$ cat src/rtl/hex_keypad.sv
// hex_keypad: scans a 4x4 keypad, debounces whole frames and shifts accepted key codes into a hex digit register
module hex_keypad #(
    parameter int P_TICK_DIV = 250000,
    parameter int P_DEBOUNCE = 4
) (
    input  logic        clk,
    input  logic        rst,
    input  logic [3:0]  iCol,
    input  logic        iRe,
    input  logic        iClr,
    output logic [3:0]  oRow,
    output logic [31:0] oData,
    output logic [3:0]  oKey,
    output logic        oValid
);
    localparam int DW = $clog2(P_TICK_DIV);
    localparam int CW = $clog2(P_DEBOUNCE + 1);
    localparam logic [CW-1:0] DEB = CW'(P_DEBOUNCE);

    typedef enum logic [1:0] {IDLE, CAND, HELD} state_t;

    logic [3:0]    col_s1, col_s2;
    logic [DW-1:0] div_q;
    logic [1:0]    r_q;
    logic [15:0]   frame_q, mask;
    logic          tick, frame_done, empty, single, accept;
    logic [3:0]    key;
    state_t        state_q, state_d;
    logic [CW-1:0] cnt_q, cnt_d, cnt_inc;
    logic [3:0]    cand_q, cand_d;

    assign tick = div_q == DW'(P_TICK_DIV - 1);
    assign frame_done = tick && r_q == 2'd3;
    assign cnt_inc = cnt_q + CW'(1);

    // two-flop synchronizer; idles high so a reset never looks like a press
    always_ff @(posedge clk or negedge rst) begin
        if (!rst) begin
            col_s1 <= 4'hf;
            col_s2 <= 4'hf;
        end else begin
            col_s1 <= iCol;
            col_s2 <= col_s1;
        end
    end

    // tick divider, row rotation and per-row sampling at the end of each row window
    always_ff @(posedge clk or negedge rst) begin
        if (!rst) begin
            div_q   <= '0;
            r_q     <= '0;
            oRow    <= 4'b1110;
            frame_q <= '0;
        end else if (tick) begin
            div_q   <= '0;
            r_q     <= r_q + 2'd1;
            oRow    <= {oRow[2:0], oRow[3]};
            frame_q[{r_q, 2'b00} +: 4] <= ~col_s2;
        end else begin
            div_q <= div_q + DW'(1);
        end
    end

    // full-frame mask includes the row sample being taken this cycle
    always_comb begin
        mask = frame_q;
        mask[{r_q, 2'b00} +: 4] = ~col_s2;
        key = '0;
        for (int i = 0; i < 16; i++) if (mask[i]) key = 4'(i);
        empty = mask == '0;
        single = !empty && (mask & (mask - 16'd1)) == '0;
    end

    // debounce state register
    always_ff @(posedge clk or negedge rst) begin
        if (!rst) begin
            state_q <= IDLE;
            cnt_q   <= '0;
            cand_q  <= '0;
        end else begin
            state_q <= state_d;
            cnt_q   <= cnt_d;
            cand_q  <= cand_d;
        end
    end

    // debounce next state; only frame-complete ticks move the machine
    always_comb begin
        state_d = state_q;
        cnt_d   = cnt_q;
        cand_d  = cand_q;
        accept  = 1'b0;
        if (frame_done) begin
            case (state_q)
                IDLE: if (single) begin
                    cand_d = key;
                    cnt_d  = CW'(1);
                    if (P_DEBOUNCE == 1) begin
                        accept  = 1'b1;
                        state_d = HELD;
                        cnt_d   = '0;
                    end else state_d = CAND;
                end
                CAND: if (single && key == cand_q) begin
                    cnt_d = cnt_inc;
                    if (cnt_inc == DEB) begin
                        accept  = 1'b1;
                        state_d = HELD;
                        cnt_d   = '0;
                    end
                end else if (single) begin
                    cand_d = key;
                    cnt_d  = CW'(1);
                end else begin
                    state_d = IDLE;
                    cnt_d   = '0;
                end
                HELD: if (empty) begin
                    cnt_d = cnt_inc;
                    if (cnt_inc == DEB) begin
                        state_d = IDLE;
                        cnt_d   = '0;
                    end
                end else cnt_d = '0;
                default: state_d = IDLE;
            endcase
        end
    end

    // CPU-visible registers; an accept wins over a same-cycle clear or read
    always_ff @(posedge clk or negedge rst) begin
        if (!rst) begin
            oData  <= '0;
            oKey   <= '0;
            oValid <= 1'b0;
        end else begin
            oData  <= accept ? {iClr ? 28'd0 : oData[27:0], cand_d} : iClr ? 32'd0 : oData;
            oKey   <= accept ? cand_d : oKey;
            oValid <= accept | (oValid & ~iRe);
        end
    end
endmodule

$ cat config.mk
export PLATFORM = sky130hd
export DESIGN_NAME = hex_keypad
export DESIGN_NICKNAME = d
export VERILOG_FILES = /design/src/rtl/hex_keypad.sv
export SDC_FILE = /design/constraint.sdc
export NUM_CORES = 1
export LEC_CHECK = 0
export ABC_CLOCK_PERIOD_IN_PS = 7980
export CAP_MARGIN = 5
export CORE_MARGIN = 1
export CORE_UTILIZATION = 45
export CTS_BUF_LIST = sky130_fd_sc_hd__clkbuf_8
export DETAILED_ROUTE_END_ITERATION = 8
export PLACE_DENSITY_LB_ADDON = 0.08
export SYNTH_ARGS = -nofsm -noshare
export SYNTH_HDL_FRONTEND = slang
export SYNTH_SLANG_ARGS = --single-unit
$ cat constraint.sdc
create_clock -name clk -period 7.98 [get_ports clk]
set_clock_uncertainty 0.05 [all_clocks]
set_input_delay 0.798 -clock clk [delete_from_list [all_inputs] [get_ports clk]]
set_output_delay 0.798 -clock clk [all_outputs]
set_load 0.01 [all_outputs]
==> metrics <==
outcome=finished, final reports clean; setup TNS=0 ns; Worst-Margin Slew=1.03 ns; Setup Crit Path Kind=flop to flop; worst path arrival time=5.17 ns; required time of the critical path=8.23 ns; Skew-Pair Late Insertion Delay=0.36 ns; Final setup viols=0; Post-Syn Instances=491; Buffers on Ports=48; total number of vias=3,802; Hold Fails Final Rpt=0; Synthesized Nets=510; 1st-iter DRT viols=184; Site Rows=38; P&R area growth vs syn=14.9%; clock tree root driver cell=clkbuf_8; Crit. End Element=flop; number of synthesized flops with an enable pin=0; antenna violations before repair=0; first-pass GRT wire length=18,300 µm; WL/cell=15.9 µm; initial core utilization=46.1%; ys async rst share=100%; share of layout cells above drive strength 1=11.2%; fillers=974; Ant. Diodes=0; total power per unit cell area=141 nW/µm²; Max-cap violations=0; count of cell types in the netlist=72; Remaining Overflow, GRT=0; global-route usage over all layers=20.5%; floorplan core area=10,800 µm²; startpoint types=flop; Leak=0.00265 µW; Syn Area/Cell=10.1 µm²; clk buf depth=2; 1st-pass router iterations=5; DIE HEIGHT=107 µm; Final Net Count=551; total CTS buffers=9; final weighted congestion in routability-driven placement=0.902; die span in x=107 µm; io pins=49; TritonCTS clock tree=built; number of buffers inserted by hold repair at cts=0; register area=2370 µm²; Worst path slowest cell=or4_2; # H-tree levels=3; largest net degree at the start of global routing=63; most frequent cells in the layout=dfrtp_1 (83), nor2_1 (65), clkdlybuf4s50_1 (47); post-synthesis register bit count=94; CP peak stage delay=1.18 ns; area of the die=11,500 µm²; crit-path max FO=39; antenna-violating nets left=0; post-DP HPWL=7620 µm; Max IR drop VDD=0.0935 mV; DR vias/cell=5.62; fin crit period=4.92 ns; Slew headroom=30.8%; cell area after synthesis=4970 µm²; WL final=10,800 µm; clk sink count=94; Yosys warning count=0; Final Cycle Share=61.6%; Hold Crit Class=flop to flop; cells along the critical path=inv_1, ha_1, nor4bb_1, mux2i_2, nand3_2, a2111oi_0, nand3_1, or3_4, or4_2, a211oi_2, a31o_1; Post-CTS Resized=0; sequential share of the synthesized area=47.6%; Clk pin slew, worst setup/hold paths=0.09 ns; utilization after layout=52.9%; DRC Markers=0; Max Slew Vio Count=0; RSZ-0062 raised after global routing=false; area occupied by multi-input gates=2450 µm²; setup bufs post-CTS=0; Max Fclk=203 MHz; commonest non-fill, non-tap cell in the layout=dfrtp_1; vias in the first global route=3,748; Primary FF master, synth=dfrtp_1
cell families (layout without fill, tap and decap cells):
logic type | Yosys count | in the layout | share of synthesized area, %
AND/OR/NAND/NOR | 199 | 199 | 20.7
AO/OA/AOI/OAI | 96 | 96 | 13.9
flip-flops | 94 | 94 | 47.6
multiplexers | 43 | 43 | 9.08
buffers and inverters | 33 | 79 | 3.30
XOR/XNOR | 15 | 15 | 2.64
adder cells (fa/ha/maj) | 11 | 11 | 2.77
final timing paths:
| path | from | end | slack (ns) | cells past startpoint |
|---|---|---|---|---|
| setup reg to reg | r_q[0]$_DFFE_PN0N_ | oData[3]$_DFFE_PN0P_ | 3.06 | 11 |
| max in group asynchronous | rst | oData[29]$_DFFE_PN0P_ | 6.44 | 2 |
| hold reg to reg | col_s1[3]$_DFF_PN1_ | col_s2[3]$_DFF_PN1_ | 0.31 | 0 |
| hold / removal | col_s1[3]$_DFF_PN1_ | col_s2[3]$_DFF_PN1_ | 0.31 | 0 |
| min in group asynchronous | rst | frame_q[14]$_DFFE_PN0N_ | 0.32 | 1 |
| setup / recovery | r_q[0]$_DFFE_PN0N_ | oData[3]$_DFFE_PN0P_ | 3.06 | 11 |
per-stage QoR:
| step | power, µW | cells | hold slack (ns) | instance area, µm² | setup WS [ns] |
|---|---|---|---|---|---|
| finish | 806 | 677 | 0.309 | 5710 | 3.06 |
| global route | 840 | 677 | 0.315 | 5710 | 2.77 |
| CTS | 819 | 677 | 0.312 | 5710 | 3.11 |
| detailed placement | 519 | 661 | 0.297 | 5530 | 3.11 |
| global placement | 519 | 661 | 0.296 | 5530 | 3.29 |
| floorplan | 503 | 491 | 0.295 | 4970 | 4.14 |
synth_stat cells (all sizes together) (7+ instances only):
library cell  count  area [µm²]
buf               9        72.6
nor3             12        60.1
ha               11         138
o21ai            14        70.1
dfstp            11         289
nor2b            20         125
a31oi            14         115
nand2b            7        43.8
nand2            35         131
a21oi            25         125
xor2              7        61.3
inv              13        48.8
mux2i            35         358
nand3            17        90.1
nor2             66         250
nand4             7        43.8
dfrtp            83        2080
clkbuf           11        42.5
xnor2             8        70.1
mux2              8        93.8
routing by layer:
| metal | GRT usage (%) | routed length, µm | vias up |
|---|---|---|---|
| met3 | 5.35 | 499 | 20 |
| met5 | 0 | 0 | - |
| met2 | 31.8 | 4940 | 93 |
| li1 | - | - | 1827 |
| met1 | 27.5 | 5130 | 1862 |
| met4 | 7.34 | 207 | 0 |
worst max-delay path, delay by kind of cell (launching register included):
family          cells  cell delay [ns]
flops               1             0.61
fa+ha+maj           1             0.48
mux                 1             0.34
buf+inv             1             0.16
compound gates      3             1.03
simple gates        5             2.18
layout make-up:
class | instances | share of cell area [%]
sequential | 94 | 41.4
clock inverter | 6 | 0.766
tap | 140 | 3.07
multi-input combinational | 364 | 42.9
inverter | 13 | 0.854
timing repair buffer | 50 | 8.63
clock buffer | 10 | 2.41
state kept, by name (all words and copies together), names as in the netlist:
register  cells
oData        32
div_q        18
frame_q      16
cand_q        4
col_s1        4
col_s2        4
oKey          4
oRow          4
cnt_q         3
r_q           2
state_q       2
oValid        1
power by group:
part           total (µW)  leakage, µW  internal (µW)  switching [µW]
sequential            483      0.00126            480            2.73
clock                 296    0.0000867            123             173
combinational        27.2      0.00130           8.29            18.9
(Power assumes the default switching activity.)
